`src/rtl/stopwatch_command_decoder.sv`:
```
// stopwatch_command_decoder
//
// Command front end of the UART stopwatch. Pops ASCII bytes from a
// first-word-fall-through receive FIFO and decodes them into stopwatch
// controls. Report requests (o_start) are rate-limited by a lockout
// down-counter so a new request never lands while the transmitter is
// still sending its frame.
//
// State table:
//   IDLE    | waiting for a byte; pops and latches the FIFO head
//   DECODE  | acts on the latched byte for exactly one cycle
//   WAIT_TX | report pending until the lockout counter reaches zero
//
// Ports:
//   i_clk       clock
//   i_reset     asynchronous, active-high reset
//   i_rx_empty  receive FIFO empty flag
//   i_rx_data   receive FIFO head byte (valid while i_rx_empty = 0)
//   o_rx_rd     FIFO pop strobe
//   o_clr       one-cycle clear pulse
//   o_go        level: 1 = counting
//   o_up        level: 1 = count up, 0 = count down
//   o_start     one-cycle report request to the transmitter
//   o_cmd_err   one-cycle pulse for an unrecognised byte
module stopwatch_command_decoder #(
  parameter int LOCKOUT = 8
) (
  input  logic       i_clk,
  input  logic       i_reset,
  input  logic       i_rx_empty,
  input  logic [7:0] i_rx_data,
  output logic       o_rx_rd,
  output logic       o_clr,
  output logic       o_go,
  output logic       o_up,
  output logic       o_start,
  output logic       o_cmd_err
);

  localparam int CW = $clog2(LOCKOUT + 1);
  localparam logic [CW-1:0] LOAD = CW'(LOCKOUT - 1);

  typedef enum logic [1:0] {
    S_IDLE    = 2'd0,
    S_DECODE  = 2'd1,
    S_WAIT_TX = 2'd2
  } state_t;

  state_t        state_q, state_d;
  logic [7:0]    cmd_q, cmd_d;
  logic [CW-1:0] cnt_q, cnt_d;
  logic          go_q, go_d;
  logic          up_q, up_d;

  // Clearing bit 5 folds lower-case letters onto upper-case; no other
  // byte aliases onto a command letter this way.
  logic [7:0] cmd_uc;
  logic       is_c, is_g, is_p, is_u, is_d, is_r, is_known;
  logic       cnt_zero;

  always_comb begin
    cmd_uc   = cmd_q & 8'hDF;
    is_c     = (cmd_uc == 8'h43);
    is_g     = (cmd_uc == 8'h47);
    is_p     = (cmd_uc == 8'h50);
    is_u     = (cmd_uc == 8'h55);
    is_d     = (cmd_uc == 8'h44);
    is_r     = (cmd_uc == 8'h52);
    is_known = is_c | is_g | is_p | is_u | is_d | is_r;
    cnt_zero = (cnt_q == '0);
  end

  // Pulses depend only on registered state, command and counter, so they
  // are free of input-driven glitches. The pop strobe is the one output
  // that must follow the FIFO flag within the cycle.
  always_comb begin
    o_rx_rd   = (state_q == S_IDLE) && !i_rx_empty && !i_reset;
    o_clr     = (state_q == S_DECODE) && is_c;
    o_cmd_err = (state_q == S_DECODE) && !is_known;
    o_start   = cnt_zero &&
                (((state_q == S_DECODE) && is_r) || (state_q == S_WAIT_TX));
    o_go      = go_q;
    o_up      = up_q;
  end

  always_comb begin
    state_d = state_q;
    cmd_d   = cmd_q;
    go_d    = go_q;
    up_d    = up_q;

    case (state_q)
      S_IDLE: begin
        if (!i_rx_empty) begin
          cmd_d   = i_rx_data;
          state_d = S_DECODE;
        end
      end
      S_DECODE: begin
        if (is_g) go_d = 1'b1;
        if (is_p) go_d = 1'b0;
        if (is_u) up_d = 1'b1;
        if (is_d) up_d = 1'b0;
        if (is_r && !cnt_zero) state_d = S_WAIT_TX;
        else                   state_d = S_IDLE;
      end
      S_WAIT_TX: begin
        if (cnt_zero) state_d = S_IDLE;
      end
      default: state_d = S_IDLE;
    endcase

    // Reloading on the pulse itself makes the next pulse land exactly
    // LOCKOUT cycles later when the counter is the only limit.
    if (o_start)       cnt_d = LOAD;
    else if (!cnt_zero) cnt_d = cnt_q - CW'(1);
    else               cnt_d = cnt_q;
  end

  always_ff @(posedge i_clk or posedge i_reset) begin
    if (i_reset) begin
      state_q <= S_IDLE;
      cmd_q   <= 8'h00;
      cnt_q   <= '0;
      go_q    <= 1'b0;
      up_q    <= 1'b1;
    end else begin
      state_q <= state_d;
      cmd_q   <= cmd_d;
      cnt_q   <= cnt_d;
      go_q    <= go_d;
      up_q    <= up_d;
    end
  end

endmodule

```
`config.mk`:
```
export PLATFORM = sky130hd
export DESIGN_NAME = stopwatch_command_decoder
export DESIGN_NICKNAME = d
export VERILOG_FILES = /design/src/rtl/stopwatch_command_decoder.sv
export SDC_FILE = /design/constraint.sdc
export NUM_CORES = 1
export LEC_CHECK = 0
export CAP_MARGIN = 15
export CORE_UTILIZATION = 47
export CTS_CLUSTER_DIAMETER = 200
export DETAILED_ROUTE_END_ITERATION = 8
export PLACE_DENSITY = 0.84
export SLEW_MARGIN = 20
export SYNTH_ARGS = -nofsm -noshare
export SYNTH_HDL_FRONTEND = slang
export SYNTH_SLANG_ARGS = --single-unit
```
`constraint.sdc`:
```
create_clock -name i_clk -period 1.7 [get_ports i_clk]
set_clock_uncertainty 0.15 [all_clocks]
set_input_delay 0.425 -clock i_clk [delete_from_list [all_inputs] [get_ports i_clk]]
set_output_delay 0.425 -clock i_clk [all_outputs]
set_load 0.02 [all_outputs]
```
==> implementation parameters <==
Parameter                              Value

Status
  Outcome ... finished with violations
  Violated checks ... negative setup slack

Global routing
  Pin count of the biggest net entering global routing ... 16
  Overflow after GRT ... 0
  Initial antenna violation count ... 0
  Total routing usage reported by global routing ... 0.2037
  Via count of the first global-routing pass ... between 600 and 700
  Global-route wire length before repair ... 2684 µm

Timing
  Total Neg Setup Slack ... -1387 ps
  Hold Fails Final Rpt ... 0
  Fin crit share ... 1.267
  Min cycle time layout ... about 2200 ps
  PnR worst setup slack ... -453.6 ps
  Setup repair after global routing missed its margin ... true
  Max Slew Vio Count ... 0
  Slew HR ... 0.7945
  Transition at the pin with the smallest max-transition slack ... 304.0 ps
  Final setup vio count ... 7
  Peak clock frequency supported by timing ... 464.3 MHz

Power and ir drop
  Net switching power ... 0.4102 mW
  Leakage component of the power ... roughly 0.55 nW
  Cell internal power dissipation ... a little over 0.8 mW
  Sequential group share of total power ... 0.403
  Peak ir drop on the vdd network ... 0.7381 mV
  Part of the power in combinational logic ... 0.422
  Fraction of power spent switching nets ... 0.3361
  Areal power density over the cells ... 1041 mW/mm²
  Share of power burned in the clock network ... 0.175

Cells and area
  Fraction of layout instances using a drive strength above 1 ... 0.4679
  Post-route standard cell area excluding fillers ... between 0.001 and 0.0015 mm²
  Inserted Diodes ... 0
  Area added between synthesis and finish ... 60.44%
  Number of nets in the layout ... 122
  Area of the multi-input gates ... 385.4 µm²
  Area used by sequential logic in the layout ... 376.6 µm²
  Number of inserted filler cells in the final layout ... 69

Synth
  Simple-gate area share of the yosys netlist ... 0.1884
  Post-Syn Area per Cell ... 11.07 µm²
  Main synth FF type ... sky130_fd_sc_hd__dfrtp_1
  Adder-cell share of the synthesized area ... 0.01712
  Count of flip-flops with a built-in enable after synthesis ... 0
  Share of the synthesized area in the top cell type ... 0.4795
  Portion of the post-synthesis area used by sequential elements ... 0.5154
  Fraction of synthesized cell area in xor and xnor cells ... 0
  Synth top area cells ... sky130_fd_sc_hd__dfrtp_1, sky130_fd_sc_hd__mux2_2, sky130_fd_sc_hd__dfstp_2, sky130_fd_sc_hd__inv_1, sky130_fd_sc_hd__a21oi_1
  Count of yosys warnings during synthesis ... 0
  Number of flip-flops and latches in the synthesized netlist ... 15
  Most numerous cell types in the synthesized netlist ... sky130_fd_sc_hd__dfrtp_1, sky130_fd_sc_hd__mux2_2, sky130_fd_sc_hd__inv_1, sky130_fd_sc_hd__nand2_1, sky130_fd_sc_hd__a21oi_1
  Dominant combinational cell family by area after synthesis ... simple AND/OR/NAND/NOR gates
  Cell area after synthesis ... 730.7 µm²
  Fraction of registers with async set or reset after synthesis ... 1.000
  Nets in the synthesized netlist ... 78
  Synth area leader ... sky130_fd_sc_hd__dfrtp_1
  Synth cell types ... 26
  Portion of netlist area occupied by mux cells ... 0.1507
  Most used standard cell by instance count after synthesis ... sky130_fd_sc_hd__dfrtp_1
  Synthesized-area fraction occupied by ao, oa, aoi and oai cells ... 0.09247
  Synthesized instance count ... 66

Placed design
  Final weighted congestion in routability-driven placement ... between 0.8 and 0.9
  Count of buffers inserted at the top-level ports ... 15
  Detail Placement HPWL ... 1170 µm
  Placed cell areas ... 0.001079 mm²

Critical path
  Peak fanout along the critical path ... 3
  Crit path capture type ... output port
  Largest stage delay on the critical path ... just over 400 ps
  Classification of the worst setup path ... reg2out
  Crit path arrival time ... 1580 ps
  Cell with the largest stage delay on the worst path ... sky130_fd_sc_hd__dfrtp_1
  Critical-path cell list ... nor4bb_1, a31oi_1, and2b_2, buf_6
  WP data required ... 1120 ps
  Launching element type of the critical path ... flip-flop

Drt
  Initial DRC count ... 21
  Overall routed net length ... 2051 µm
  DRC Markers ... 0
  Vias ... 718
  Vias per cell ... 5.790
  First-pass iteration count of the detailed router ... 4
  Remaining antenna violation count ... 0
  Drt wl/cell ... 16.54 µm

Clock network
  Clock buffer depth ... 2
  Worst skew pair latency ... 290 ps
  Cell at the root of the clock tree ... sky130_fd_sc_hd__clkbuf_4
  Clock input transition at the sequential cells of the worst setup and hold paths ... 90 ps
  CTS tree ... done
  Number of clock sinks ... 15
  Number of CTS-inserted buffers ... 3
  H-tree depth ... 1

Floorplan
  Y dimension of the die ... 41.43 µm
  Cell row count ... 13
  Initial core utilization ... 0.5348
  Boundary pin count ... 17
  Area of the die ... around 0.0017 mm²
  Area of the placeable core ... 0.001366 mm²
  DIE WIDTH ... just over 40 µm

Run
  Number of max-cap violations ... 0

Min path
  Type of the most critical hold path ... reg2reg
power groups by stage:
stage | combinational [mW] | sequential [mW] | clock (mW)
2_1_floorplan | 0.232 | 0.492 | 0
4_1_cts | 0.471 | 0.485 | 0.213
5_1_grt | 0.559 | 0.502 | 0.223
6_report | 0.515 | 0.492 | 0.213
3_3_place_gp | 0.438 | 0.485 | 0
3_5_place_dp | 0.461 | 0.486 | 0
cells in the final DEF, fill, tap and decap left out, drive strengths merged:
cell,netlist,layout
o41ai,1,1
nor3,3,3
nor4,1,1
o21ai,2,2
nor2b,3,3
nor2,1,1
ha,1,1
clkdlybuf4s50,0,8
inv,7,7
dlymetal6s2s,0,1
nand2,5,5
clkbuf,0,4
and2b,2,2
mux2i,2,2
a31oi,1,1
nand4,3,3
dlygate4sd2,0,1
dfstp,1,1
a211oi,1,1
a21boi,1,1
o211ai,1,1
dfrtp,14,14
nand3,1,1
buf,0,29
nor3b,2,2
nor4bb,1,1
mux2,8,8
a21oi,4,4
per-layer routing:
metal,GRT usage,vias to the layer above,share of wire
met2,0.3313,30,0.49
met5,0,-,0
met3,0.02609,9,0.042
li1,-,322,-
met4,0.1484,0,0.035
met1,0.2457,357,0.44
sequential cells by signal, indices dropped and copies added, names as in the netlist:
name	flops
cmd_q	7
cnt_q	4
o_go	1
o_up	1
state_q	2
final cells by class:
cell class,instances,share of cell area
Inverter,7,0.02241
Tap cell,15,0.01601
Multi-Input combinational cell,44,0.3287
Timing Repair Buffer,39,0.2892
Sequential cell,15,0.3212
Clock buffer,4,0.02241
worst max-delay path, delay by kind of cell (launching register included):
kind            cells  cell delay, ps
compound gates      1             170
buf+inv             1             110
flops               1             410
simple gates        2             590
path summary, 6_finish.rpt:
check,cells after the start,slack (ps),end,from
setup / recovery,4,-450,o_start,cmd_q[2]
hold / removal,2,330,o_up,o_up
setup reg to reg,5,-20,cmd_q[2],state_q[1]
hold reg to reg,2,330,o_up,o_up
max in group asynchronous,3,770,o_up,i_reset
min in group asynchronous,3,390,cmd_q[6],i_reset
timing repair:
item                                    4_1_cts  5_1_grt
pin swaps                                     6        2
gates cloned                                  0        0
buffers inserted                              1        2
resized for setup                            29       11
hold buffers                                  0        0
endpoints found under the setup margin        6        5
cells by family (layout without fill, tap and decap cells):
family | Yosys count | count (layout)
compound gates | 11 | 11
fa+ha+maj | 1 | 1
buf+inv | 7 | 50
flops | 15 | 15
mux | 10 | 10
simple gates | 22 | 22
stage by stage:
stage	hold WS (ps)	instances	power, mW	setup slack, ps	utilization
2_1_floorplan	175.8	66	0.7242	-38.50	-
6_report	333.7	124	1.220	-453.6	0.8581
4_1_cts	338.0	122	1.168	-372.2	0.8214
5_1_grt	360.5	124	1.285	-465.9	0.8581
3_3_place_gp	307.9	117	0.9227	-581.8	0.7894
3_5_place_dp	324.1	117	0.9472	-606.2	0.7894
No activity file was read; power rests on OpenSTA's default activity.
